[src/rtl/usr_sequencer_pkg.sv]
// Shared types for the shift-register sequencer: opcodes, FSM states and
// the datapath mode encoding used between the sequencer and its core.
package usr_sequencer_pkg;

  localparam int DEF_WIDTH = 4;
  localparam int DEF_CNT_W = 4;

  typedef enum logic [2:0] {
    OP_NOP   = 3'b000,
    OP_LOAD  = 3'b001,
    OP_SHR   = 3'b010,
    OP_SHL   = 3'b011,
    OP_ROTR  = 3'b100,
    OP_ROTL  = 3'b101,
    OP_CLEAR = 3'b110,
    OP_RSVD  = 3'b111
  } op_e;

  typedef enum logic [1:0] {
    ST_IDLE,
    ST_EXEC,
    ST_DONE
  } state_e;

  typedef enum logic [1:0] {
    CORE_HOLD,
    CORE_SHR,
    CORE_SHL,
    CORE_LOAD
  } core_mode_e;

  // Ops that consume the step counter, one 1-bit move per EXEC edge.
  function automatic logic is_step_op(input op_e op);
    return op inside {OP_SHR, OP_SHL, OP_ROTR, OP_ROTL};
  endfunction

endpackage

[src/rtl/usr_core.sv]
// Register datapath: hold, shift right, shift left or parallel load,
// with independent serial inputs at each end and a global enable.
module usr_core
  import usr_sequencer_pkg::*;
#(
  parameter int WIDTH = DEF_WIDTH
) (
  input  logic             clk,
  input  logic             rst,
  input  logic             en_i,
  input  core_mode_e       mode_i,
  input  logic             ser_l_i,
  input  logic             ser_r_i,
  input  logic [WIDTH-1:0] par_i,
  output logic [WIDTH-1:0] q_o
);

  logic [WIDTH-1:0] q_q, q_d;

  always_comb begin
    unique case (mode_i)
      CORE_SHR:  q_d = {ser_l_i, q_q[WIDTH-1:1]};
      CORE_SHL:  q_d = {q_q[WIDTH-2:0], ser_r_i};
      CORE_LOAD: q_d = par_i;
      default:   q_d = q_q;
    endcase
  end

  // NOTE: state registers use non-blocking assignment so every flop samples
  // pre-edge values regardless of process ordering.
  always_ff @(posedge clk or posedge rst) begin
    if (rst) begin
      q_q <= '0;
    end else if (en_i) begin
      q_q <= q_d;
    end
  end

  assign q_o = q_q;

endmodule

[src/rtl/usr_sequencer.sv]
// Command sequencer around usr_core: accepts one command in IDLE, runs it in
// EXEC (one step per edge, abortable), then pulses done for one DONE cycle.
module usr_sequencer
  import usr_sequencer_pkg::*;
#(
  parameter int WIDTH = DEF_WIDTH,
  parameter int CNT_W = DEF_CNT_W
) (
  input  logic             clk,
  input  logic             rst,
  input  logic             cmd_valid,
  output logic             cmd_ready,
  input  logic [2:0]       cmd_op,
  input  logic [CNT_W-1:0] cmd_cnt,
  input  logic             cmd_fill,
  input  logic [WIDTH-1:0] cmd_data,
  input  logic             abort,
  output logic [WIDTH-1:0] q,
  output logic             busy,
  output logic             done
);

  state_e           state_q, state_d;
  op_e              op_q, op_d;
  logic [CNT_W-1:0] cnt_q, cnt_d;
  logic             fill_q, fill_d;
  logic [WIDTH-1:0] data_q, data_d;

  logic             core_en;
  core_mode_e       core_mode;
  logic [WIDTH-1:0] core_par;
  logic             ser_l, ser_r;

  always_ff @(posedge clk or posedge rst) begin
    if (rst) begin
      state_q <= ST_IDLE;
      op_q    <= OP_NOP;
      cnt_q   <= '0;
      fill_q  <= 1'b0;
      data_q  <= '0;
    end else begin
      state_q <= state_d;
      op_q    <= op_d;
      cnt_q   <= cnt_d;
      fill_q  <= fill_d;
      data_q  <= data_d;
    end
  end

  // NOTE: every signal driven here gets a default first so no path can
  // leave one unassigned and infer a latch.
  always_comb begin
    state_d   = state_q;
    op_d      = op_q;
    cnt_d     = cnt_q;
    fill_d    = fill_q;
    data_d    = data_q;
    core_en   = 1'b0;
    core_mode = CORE_HOLD;
    core_par  = '0;
    cmd_ready = 1'b0;
    busy      = 1'b0;
    done      = 1'b0;

    unique case (state_q)
      ST_IDLE: begin
        cmd_ready = 1'b1;
        if (cmd_valid) begin
          op_d   = op_e'(cmd_op);
          cnt_d  = cmd_cnt;
          fill_d = cmd_fill;
          data_d = cmd_data;
          if (op_d == OP_LOAD || op_d == OP_CLEAR ||
              (is_step_op(op_d) && cmd_cnt != '0)) begin
            state_d = ST_EXEC;
          end else begin
            state_d = ST_DONE;
          end
        end
      end

      ST_EXEC: begin
        busy = 1'b1;
        if (abort) begin
          state_d = ST_DONE;
        end else begin
          core_en = 1'b1;
          unique case (op_q)
            OP_LOAD: begin
              core_mode = CORE_LOAD;
              core_par  = data_q;
            end
            OP_CLEAR:         core_mode = CORE_LOAD;
            OP_SHR, OP_ROTR:  core_mode = CORE_SHR;
            OP_SHL, OP_ROTL:  core_mode = CORE_SHL;
            default:          core_en   = 1'b0;
          endcase

          if (is_step_op(op_q)) begin
            if (cnt_q != '0) cnt_d = cnt_q - CNT_W'(1);
            if (cnt_q <= CNT_W'(1)) state_d = ST_DONE;
          end else begin
            state_d = ST_DONE;
          end
        end
      end

      ST_DONE: begin
        busy    = 1'b1;
        done    = 1'b1;
        state_d = ST_IDLE;
      end

      default: state_d = ST_IDLE;
    endcase
  end

  // Rotates recirculate the outgoing bit; plain shifts take the latched fill.
  assign ser_l = (op_q == OP_ROTR) ? q[0]       : fill_q;
  assign ser_r = (op_q == OP_ROTL) ? q[WIDTH-1] : fill_q;

  usr_core #(
    .WIDTH(WIDTH)
  ) u_core (
    .clk     (clk),
    .rst     (rst),
    .en_i    (core_en),
    .mode_i  (core_mode),
    .ser_l_i (ser_l),
    .ser_r_i (ser_r),
    .par_i   (core_par),
    .q_o     (q)
  );

endmodule

[config.mk]
export PLATFORM = sky130hd
export DESIGN_NAME = usr_sequencer
export DESIGN_NICKNAME = d
export VERILOG_FILES = /design/src/rtl/usr_sequencer_pkg.sv /design/src/rtl/usr_core.sv /design/src/rtl/usr_sequencer.sv
export SDC_FILE = /design/constraint.sdc
export NUM_CORES = 1
export LEC_CHECK = 0
export BUFFER_PORTS_ARGS = -buffer_cell sky130_fd_sc_hd__buf_2
export CORE_ASPECT_RATIO = 0.8
export CORE_MARGIN = 2
export CORE_UTILIZATION = 50
export DETAILED_ROUTE_END_ITERATION = 10
export PLACE_DENSITY_LB_ADDON = 0.12
export SYNTH_ARGS = -nofsm -noshare
export SYNTH_HDL_FRONTEND = slang
export SYNTH_SLANG_ARGS = --single-unit
[constraint.sdc]
create_clock -name clk -period 2.6 [get_ports clk]
set_input_delay 0.13 -clock clk [delete_from_list [all_inputs] [get_ports clk]]
set_output_delay 0.13 -clock clk [all_outputs]
set_load 0.02 [all_outputs]
After elaboration in Yosys (flattened, before gate mapping). Index checks and enable logic that the tools add are counted.

Register bits: 18. Word-level logic and storage cells: 75.

Muxes and demuxes: 26. Reductions and logical operators: 19. $lt $le $gt $ge: 1. Equal/unequal tests: 22. Add/subtract/negate cells: 1.

Operator list (count): $mux 4 (7); $eq 3x3->1 const B (6); $reduce_bool 4->1 (4); $mux 2 (7); $eq 3x2->1 const B (4); $pmux 4 s3 (1); $mux 1 (8); $ne 2x2->1 const B (4); $pmux 4 s2 (1); $reduce_or 2->1 (4); $eq 2x2->1 const B (3); $eq 3x1->1 const B (2); $pmux 2 s3 (1); $reduce_and 2->1 (3); $reduce_or 6->1 (1); $reduce_and 5->1 (1); $eq 2x1->1 const B (2); $le 4x1->1 const B (1); $ne 4x4->1 const B (1); $pmux 2 s2 (1); $sub 4x1->4 const B (1); $reduce_bool 3->1 (1); $logic_not 2->1 (1); $logic_or 1x1->1 (2); other kinds (2) (2).

Depth between registers and ports, before layout. Gate-level depths: netlist of run 1.

Word-level depth: 8. Gate-level depth with buffers: 7. Depth with buffers taken out: 6.

Hierarchy. Synthesis of run 1 repeated with hierarchy kept, for this count alone.

Cell total of the unflattened synthesis: 120. Area, all modules: 1189.9 um2.

By module, submodules not included: usr_sequencer (area an instance 928.4 um2, sequential area each 350.3 um2, cells an instance 93, times used 1); usr_core (area an instance 261.5 um2, sequential area each 100.1 um2, cells an instance 27, times used 1).

Least setup slack after synthesis of run 1. Ideal clock, no wire load.

Path type: reg2reg. Start: register state_q[1]. End: register u_core.q_q[1] (netlist: u_core.q_o[1]). Required time: 2475 ps. Path buffers: 1. Cell stages (with the launch flop): 8. Data arrival time: 1568 ps. Setup slack: 907 ps. Period minus slack after synthesis: 1693 ps. Cells stage by stage: dfrtp_1 -> inv_1 -> ha_1 -> nor2b_1 -> clkbuf_2 -> nand2_1 -> nor2_1 -> mux2_2.

Longest elaborated chain between the ends: 5.

Ends and longest elaborated chain: from (decl) (line usr_sequencer.sv:23) `state_e state_q, state_d;`; from (signal assigned) (line usr_sequencer.sv:42) `state_q <= state_d;`; $eq 2x1->1 (*) (line usr_sequencer.sv:65) `unique case (state_q)`; $mux 2 (line usr_sequencer.sv:65); $eq 2x1->1 / $eq 2x2->1 (equally long branches) (line usr_core.sv:21) `unique case (mode_i)`; $reduce_bool 3->1 (no line); $reduce_and 2->1 (no line); to (signal assigned) (line usr_core.sv:35) `q_q <= q_d;`; to (decl) (line usr_core.sv:18) `logic [WIDTH-1:0] q_q, q_d;`.

Every way passes the cells marked *; elsewhere a longest branch is shown, timed or not. A chain may end at the register's enable or synchronous reset.

Worst setup path after layout of run 1. Same ends and word-level chain as after synthesis.

==> results.md, run 1 <==
- Seq/Total Area, Yosys: 38.6%
- CTS clock-pin slew for the worst setup and hold paths: 0.10 ns
- # diodes: 0
- Ys Warns: 0
- Worst hold path type: input port to register
- Crit end category: register
- Area leader, netlist: dfrtp_1
- Max incr delay on CP: 0.45 ns
- Int Pwr: 0.856 mW
- Unrepaired setup endpoints after global routing: false
- Syn Nets: 142
- FF-to-FF setup slack: 0.57 ns
- Crit path time final: 2.03 ns
- Share of cells above drive strength 1: 30.1%
- Maximum VDD drop: 0.630 mV
- Area of the multi-input gates: 667 um^2
- Ys async rst share: 100%
- Skew final: 0.00308 ns
- Initial antenna violation count: 0
- Reg area: 450 um^2
- Fillers: 208
- Most frequent cells in the layout: buf_2, dfrtp_1, mux2_2, nor2_1
- Critical setup path kind: register to register
- RR Endpoint: u_core.q_o[1]
- Switching Fraction: 44.9%
- IO Pins: 23
- R2R cell count: 6
- All-Layer GR Usage: 19.5%
- Tcrit/Tclk final: 77.9%
- Cell-by-cell trace of the critical path: inv_1 > ha_1 > nor2b_1 > nand2_1 > nor2_1 > mux2_2
- Dpl ws: 0.602 ns
- Max-cap viol count: 0
- Final nets: 166
- Die H: 47.2 um
- FMAX: 0.494 GHz
- CTS sink cnt: 18
- Input/output buffers: 22
- Main flop type after synthesis: dfrtp_1
- Crit path depth: 6
- Routed Antenna Nets: 0
- Vias: 967
- Setup TNS: 0 ns
- Power Dens Cells: 1160 nW/um^2
- Mapped Avg Cell Area: 9.72 um^2
- Status: complete, no violations
- # H-tree levels: 1
- CP Capture Point: u_core.q_o[1]
- DR vias/cell: 5.76
- GPL Wtd Cong: 0.885
- WL per Instance: 14.4 um
- CP delay by family, top: simple AND/OR/NAND/NOR gates
- Worst Setup SP: state_q[1]
- DR iter-0 viols: 36
- EDFF count, synth: 0
- CP Data Arrival Time: 2.21 ns
- TritonRoute pass-1 iters: 4
- Cell area after synthesis: 1170 um^2
- DPL Wire Length: 1880 um
- Critical path buffer and inverter count: 1
- Slew @ Worst Pin: 0.680 ns
- Post-synth cell types: 36
- Net switching power: 0.697 mW
- Worst R2R Start: state_q[1]
- Worst skew pair latency: 0.29 ns
- Num CTS Buffers: 3
- Die area: 2740 um^2
- GRT overflow: 0
- Leak pwr: 0.622 nW
- Postcts setup bufs: 0
- Final hold vios: 0
- Clk network pwr share: 11.2%
- CTS Root Cell: clkbuf_4
- Global-route wire length before repair: 3930 um
- Initial core utilization: 53.6%
- Final Max Slew Viols: 0
- Top post-synthesis cells by area: dfrtp_1, mux2_2, ha_1
- Maximum fanout along the worst path: 8
- DRC viols: 0
- Combinational share of power: 51.3%
- Seq cells post-synth: 18
- Core ar.: 2180 um^2
- Synth top area share: 38.6%
- Row Count: 15
- Area growth syn-to-layout: 14.5%
- Routed WL: 2430 um
- Die W: 58.0 um
- Max_slew headroom: 54.6%
- Commonest non-fill, non-tap cell in the layout: buf_2
- Crit path launch type: register
- Flop pwr share: 37.5%
- WP data required: 2.79 ns
- Worst path slowest cell: nor2b_1
- Post-Synthesis Cells: 120
- CTS Buffer Depth: 2
- Largest net degree at the start of global routing: 19
- Vias in the first global route: 851
- # setup viols final: 0
- CTS tree: yes
- PnR worst setup slack: 0.575 ns
[worst reg2reg max path: cells and delay by family (launching register included)]
kind                     cells  cell delay (ns)
adder cells (fa/ha/maj)      1             0.29
buffers and inverters        1             0.10
flip-flops                   1             0.39
multiplexers                 1             0.37
AND/OR/NAND/NOR              3             0.77
[cells in the mapped netlist (all sizes together), types with 2 or more instances]
master  number
o21ai        7
mux2        12
clkbuf       2
a21oi        5
dfrtp       18
nand3        4
nor3         3
a21boi       2
mux2i        5
ha           6
inv          8
o22ai        3
nor2b        4
nand2        8
nor2        11
o31ai        2
nor3b        2
buf          2
[final cells by class]
cell class              count  share of cell area [%]
multi-input cells          90                    50.0
well taps                  25                    2.34
repair buffers             23                    9.00
clock buffers               4                    2.72
inverters                   8                    2.25
flip-flops and latches     18                    33.7
[cells by family (layout without fill, tap and decap cells)]
family / Yosys count / count (layout) / synth area share (%)
adders and majority gates: 6 / 6 / 6.44
AOI/OAI and AO/OA: 28 / 28 / 17.4
DFF: 18 / 18 / 38.6
muxes: 17 / 17 / 15.9
xor gates and xnor gates: 2 / 2 / 1.50
buffers and inverters: 12 / 35 / 4.18
and+or+nand+nor: 37 / 37 / 16.0
[power by group through the flow]
stage	Clock [mW]	Combinational, mW	Sequential [mW]
CTS	0.177	0.799	0.582
global placement	0	0.770	0.583
floorplan	0	0.663	0.525
finish	0.173	0.797	0.583
global route	0.192	0.885	0.606
detailed placement	0	0.787	0.589
[through the flow]
stage	total power [mW]	hold slack (ns)	instance area [um^2]	std cells	util [%]
floorplan	1.19	0.0686	1170	120	-
global placement	1.35	0.254	1290	163	59.2
detailed placement	1.38	0.272	1290	163	59.2
CTS	1.56	0.0527	1340	168	61.3
global route	1.68	0.0327	1340	168	61.3
finish	1.55	0.0614	1340	168	61.3
[timing repair]
action	4_1_cts	5_1_grt
gates resized for setup	0	0
hold buffers	1	0
endpoints found under the hold margin	18	0
[sequential cells by signal, summed over array words and instances (netlist names)]
register    cells
cnt_q           4
state_q         2
op_q            3
u_core.q_o      4
data_q          4
fill_q          1
[worst min-delay path by stage]
stage	cells after the start	end	slack (ns)	from
2_1_floorplan	1	cnt_q[0]	0.07	rst
3_3_place_gp	2	op_q[2]	0.25	rst
3_5_place_dp	2	op_q[2]	0.27	rst
4_1_cts	2	data_q[1]	0.05	cmd_data[1]
5_1_grt	2	data_q[1]	0.03	cmd_data[1]
6_report	2	data_q[2]	0.06	cmd_data[2]
[layer usage]
metal  vias up  part of all wire [%]  wire length [um]  GRT usage (%)
met2        38                    46              1110           28.9
met1       447                    48              1170           28.0
met3         2                   5.2               127           5.79
li1        480                     -                 -              -
met5         -                     0                 0              0
met4         0                  0.49                12           5.12
Note: power is estimated with default switching activity, not from simulation.
==> run 2, diff against run 1 <==
--- a/config.mk
+++ b/config.mk
@@ -5,6 +5,7 @@
 export SDC_FILE = /design/constraint.sdc
 export NUM_CORES = 1
 export LEC_CHECK = 0
+export ABC_AREA = 1
 export BUFFER_PORTS_ARGS = -buffer_cell sky130_fd_sc_hd__buf_2
 export CORE_ASPECT_RATIO = 0.8
 export CORE_MARGIN = 2
==> constraint.sdc (replaced) <==
create_clock -name clk -period 2 [get_ports clk]
set_input_delay 0.1 -clock clk [delete_from_list [all_inputs] [get_ports clk]]
set_output_delay 0.1 -clock clk [all_outputs]
set_load 0.02 [all_outputs]
==> run 2 against run 1 <==
Hold slack worse by 0.030 ns. Worst setup slack got worse by 0.25 ns. Count of clock-buffer cells in the layout stayed put. Flip-flop and latch count unchanged. Combinational power grew 49%. Synthesized cell count up 42%. Sequential power up 25%. Critical path depth increased by 1. Via count grew 19%. Clock power up 28%. Critical path type unchanged. Critical endpoint is now cnt_q[3].
==> results.md, run 2 <==
- R2R cell count: 7
- Status: complete, no violations
- Hold wc startpoint: cmd_fill
- Core ar.: 2380 um^2
- All-Layer GR Usage: 19.7%
- Worst R2R Start: state_q[1]
- CTS sink cnt: 18
- CTS clock-pin slew for the worst setup and hold paths: 0.10 ns
- Vias in the first global route: 1035
- Worst hold path type: input port to register
- Initial core utilization: 51.7%
- Synth top area share: 36.6%
- # setup viols final: 0
- EDFF count, synth: 0
- DPL Wire Length: 2080 um
- Power Dens Cells: 1510 nW/um^2
- Unrepaired setup endpoints after global routing: false
- IO Pins: 23
- Largest net degree at the start of global routing: 19
- Ys async rst share: 100%
- Post-synth cell types: 27
- Setup TNS: 0 ns
- Hold Path Stages: 2
- Commonest non-fill, non-tap cell in the layout: nand2_1
- Crit path time final: 1.68 ns
- Dpl ws: 0.373 ns
- CTS Root Cell: clkbuf_4
- Final hold vios: 0
- Worst Setup SP: state_q[1]
- PnR worst setup slack: 0.322 ns
- FMAX: 0.596 GHz
- Slew @ Worst Pin: 0.677 ns
- Maximum fanout along the worst path: 7
- Num CTS Buffers: 3
- Post-cts resize count: 0
- Cell area after synthesis: 1230 um^2
- Count leader, synth: nand2_1
- Die area: 2880 um^2
- Top post-synthesis cells by count: nand2_1, inv_1, dfrtp_1
- Max-cap viol count: 0
- Top post-synthesis cells by area: dfrtp_1, nand2_1, inv_1
- Final Max Slew Viols: 0
- Fillers: 216
- Critical setup path kind: register to register
- Seq cells post-synth: 18
- DR vias/cell: 5.16
- Ys Warns: 0
- Max_slew headroom: 54.8%
- Vias: 1146
- GPL Wtd Cong: 0.902
- Mapped Avg Cell Area: 7.24 um^2
- Post-Synthesis Cells: 170
- Main flop type after synthesis: dfrtp_1
- Tcrit/Tclk final: 83.9%
- # H-tree levels: 1
- DRC viols: 0
- Maximum VDD drop: 0.669 mV
- Area leader, netlist: dfrtp_1
- Leak pwr: 0.767 nW
- Input/output buffers: 22
- WL per Instance: 11.4 um
- Seq/Total Area, Yosys: 36.6%
- CP Data Arrival Time: 1.87 ns
- Share of cells above drive strength 1: 24.1%
- Die H: 48.4 um
- Die W: 59.5 um
- Initial antenna violation count: 0
- Crit end category: register
- Routed WL: 2540 um
- GRT overflow: 0
- TritonRoute pass-1 iters: 4
- Most frequent cells in the layout: nand2_1, inv_1, buf_2, dfrtp_1, nand3_1
- CTS tree: yes
- Routed Antenna Nets: 0
- Skew final: 0.00596 ns
- Total power: 2.13 mW
- Area growth syn-to-layout: 14.7%
- Row Count: 16
- # diodes: 0
- Hold buffers post-CTS: 1
- Postcts setup bufs: 0
- Global-route wire length before repair: 4350 um
- Syn Nets: 192
- DR iter-0 viols: 36
- Worst skew pair latency: 0.29 ns
- CTS Buffer Depth: 2
- WP data required: 2.19 ns
- Final nets: 218
- Crit path launch type: register
run 2: area by class of cell:
cell class	instances	area (um^2)	share of cell area (%)
well taps	27	33.8	2.39
flip-flops and latches	18	450	31.9
repair buffers	23	120	8.50
inverters	30	115	8.15
multi-input cells	120	657	46.5
clock buffers	4	36.3	2.57
run 2: final timing paths:
path / to / slack, ns
max: cnt_q[3] / 0.32
min: fill_q / 0.03
max reg2reg: cnt_q[3] / 0.32
min reg2reg: cnt_q[1] / 0.48
max in group asynchronous: data_q[2] / 1.13
min in group asynchronous: u_core.q_o[3] / 0.44
run 2: kinds of logic after synthesis:
group	after synthesis	synth area share (%)
muxes	5	4.57
DFF	18	36.6
AOI/OAI and AO/OA	18	7.93
adders and majority gates	6	6.10
and+or+nand+nor	91	34.8
buffers and inverters	32	10.1
run 2: critical path, cell delays in order, from the launching register on:
cell	delay [ns]
dfrtp_1	0.41
inv_1	0.09
ha_1	0.33
inv_4	0.11
a21oi_2	0.29
nand2_1	0.19
nand2_1	0.09
nand2_1	0.06
run 2: per-layer routing:
| layer | GRT usage [%] | vias to the layer above | wire (um) |
|---|---|---|---|
| li1 | - | 584 | - |
| met1 | 30.5 | 519 | 1260 |
| met2 | 26.7 | 41 | 1070 |
| met3 | 6.42 | 2 | 195 |
| met4 | 3.41 | 0 | 15 |
| met5 | 0 | - | 0 |
run 2: stage by stage:
step | hold slack (ns) | std cells | util [%] | instance area, um^2
3_5_place_dp | 0.239 | 217 | 57.4 | 1370
4_1_cts | 0.0174 | 222 | 59.3 | 1410
3_3_place_gp | 0.236 | 217 | 57.4 | 1370
2_1_floorplan | 0.0386 | 170 | - | 1230
5_1_grt | 0.00823 | 222 | 59.3 | 1410
6_report | 0.0310 | 222 | 59.3 | 1410
run 2: power breakdown:
| part | switching, mW | internal, mW | total, mW |
|---|---|---|---|
| clock network | 0.110 | 0.111 | 0.221 |
| registers | 0.179 | 0.547 | 0.726 |
| logic | 0.759 | 0.428 | 1.19 |
| total | 1.05 | 1.09 | 2.13 |
==> run 3, diff against run 2 <==
==> constraint.sdc (replaced) <==
create_clock -name clk -period 1.7 [get_ports clk]
set_input_delay 0.085 -clock clk [delete_from_list [all_inputs] [get_ports clk]]
set_output_delay 0.085 -clock clk [all_outputs]
set_load 0.02 [all_outputs]
==> run 3 against run 2 <==
Critical path depth up 1. Count of clock-buffer cells in the layout unchanged. Combinational power up 18%. Final area up 3.2%. Cell count up 1.8%. Clock power up 23%. Total power up 18%. Maximum frequency up 12%. Worst setup slack worse by 0.13 ns. Hold slack worse by 0.021 ns. Die area unchanged. Critical path type unchanged. Largest cell class unchanged.
==> results.md, run 3 (synthesis gave the netlist of run 2 again) <==
- Status: complete, no violations
- # diodes: 0
- Net switching power: 1.23 mW
- Total power: 2.52 mW
- Power Dens Cells: 1730 nW/um^2
- Num CTS Buffers: 3
- Row Count: 16
- DRC viols: 0
- IO Pins: 23
- Die H: 48.4 um
- Flop pwr share: 33.6%
- DR vias/cell: 5.03
- Die area: 2880 um^2
- DR iter-0 viols: 47
- CTS tree: yes
- TritonRoute pass-1 iters: 4
- Core ar.: 2380 um^2
- Postcts setup bufs: 0
- Area growth syn-to-layout: 18.4%
- Hold Path Stages: 2
- Initial core utilization: 51.7%
- Worst hold path type: input port to register
- Switching Fraction: 48.7%
- Tcrit/Tclk final: 88.5%
- CTS Buffer Depth: 2
- Share of cells above drive strength 1: 24.1%
- Skew final: 0.00262 ns
- Global-route wire length before repair: 4580 um
- Max_slew headroom: 52.7%
- Largest net degree at the start of global routing: 19
- CTS clock-pin slew for the worst setup and hold paths: 0.11 ns
- Final hold vios: 0
- Die W: 59.5 um
- Crit end category: register
- CTS Root Cell: clkbuf_4
- Hold slack: 0.00972 ns
- Combinational share of power: 55.6%
- R2R cell count: 8
- Critical setup path kind: register to register
- Unrepaired setup endpoints after global routing: false
- Vias: 1136
- CP Data Arrival Time: 1.70 ns
- # setup viols final: 0
- Placed instance area: 1370 um^2
- Worst R2R Start: state_q[0]
- WP data required: 1.90 ns
- Initial antenna violation count: 0
- Routed Antenna Nets: 0
- GPL Wtd Cong: 0.969
- All-Layer GR Usage: 20.6%
- GRT overflow: 0
- Hold wc startpoint: cmd_data[3]
- Slew @ Worst Pin: 0.709 ns
- Final nets: 222
- # H-tree levels: 1
- Crit path launch type: register
- Max-cap viol count: 0
- Setup TNS: 0 ns
- Maximum VDD drop: 0.701 mV
- Crit path time final: 1.50 ns
- Most frequent cells in the layout: nand2_1, inv_1, buf_2, dfrtp_1, nand3_1
- Vias in the first global route: 1029
- RR Endpoint: cnt_q[3]
- WL per Instance: 10.9 um
- Worst skew pair latency: 0.30 ns
- Input/output buffers: 22
- Clk network pwr share: 10.8%
- FF-to-FF setup slack: 0.20 ns
- Routed WL: 2470 um
- CTS sink cnt: 18
- Leak pwr: 0.786 nW
- Commonest non-fill, non-tap cell in the layout: nand2_1
- Final Max Slew Viols: 0
- Maximum fanout along the worst path: 6
- Worst hold endpoint: data_q[3]
- Design area: 1460 um^2
- DPL Wire Length: 1950 um
- FMAX: 0.665 GHz
- Int Pwr: 1.30 mW
run 3: changes by cell type in the layout (fill, tap and decap cells not counted), sizes merged:
cell,previous run,this run
dlygate4sd3,1,4
buf,22,23
run 3: critical path, cell delays in order, from the launching register on:
cell     delay (ns)
dfrtp_1        0.37
inv_1          0.07
ha_1           0.23
inv_1          0.10
nor2_1         0.07
a21oi_2        0.24
nand2_1        0.17
nand2_1        0.09
nand2_1        0.05
run 3: how the worst max path moves through the flow:
stage                           from       endpoint  slack (ns)  cells after the start
after global routing      state_q[1]  u_core.q_o[1]        0.05                     10
final                     state_q[0]       cnt_q[3]        0.20                      8
after floorplan           state_q[0]      data_q[0]        0.15                      5
after detailed placement  state_q[1]  u_core.q_o[1]        0.19                      9
after global placement    state_q[1]  u_core.q_o[1]        0.24                      9
after CTS                 state_q[1]  u_core.q_o[1]        0.17                      9
run 3: per-stage QoR:
step	utilization, %	setup WS, ns	instances
finish	61.2	0.196	226
global route	61.2	0.0456	226
CTS	59.6	0.169	223
detailed placement	57.7	0.193	218
global placement	57.7	0.245	218
floorplan	-	0.147	170
run 3: what timing repair did:
item | 4_1_cts | 5_1_grt
hold endpoints to repair | 18 | 3
hold buffers | 1 | 3
endpoints found under the setup margin | 0 | 1
resized for setup | 0 | 1
run 3: power groups by stage:
stage | logic (mW) | registers [mW] | clock network (mW)
after detailed placement | 1.38 | 0.854 | 0
after global routing | 1.63 | 0.893 | 0.297
after CTS | 1.40 | 0.843 | 0.279
after global placement | 1.36 | 0.843 | 0
after floorplan | 1.07 | 0.845 | 0
final | 1.40 | 0.848 | 0.272
run 3: final cells by class:
cell class | instances | area (um^2)
fillers | 227 | 925
clock buffers | 4 | 36.3
flip-flops and latches | 18 | 450
well taps | 27 | 33.8
inverters | 30 | 115
multi-input cells | 120 | 664
repair buffers | 27 | 158
run 3: per-layer routing:
layer,up-vias,GRT usage [%],share of wire [%]
met5,-,0,0
met4,0,2.27,0.53
met3,4,4.81,6.3
met2,33,27.5,38
met1,506,34.3,55
li1,593,-,-
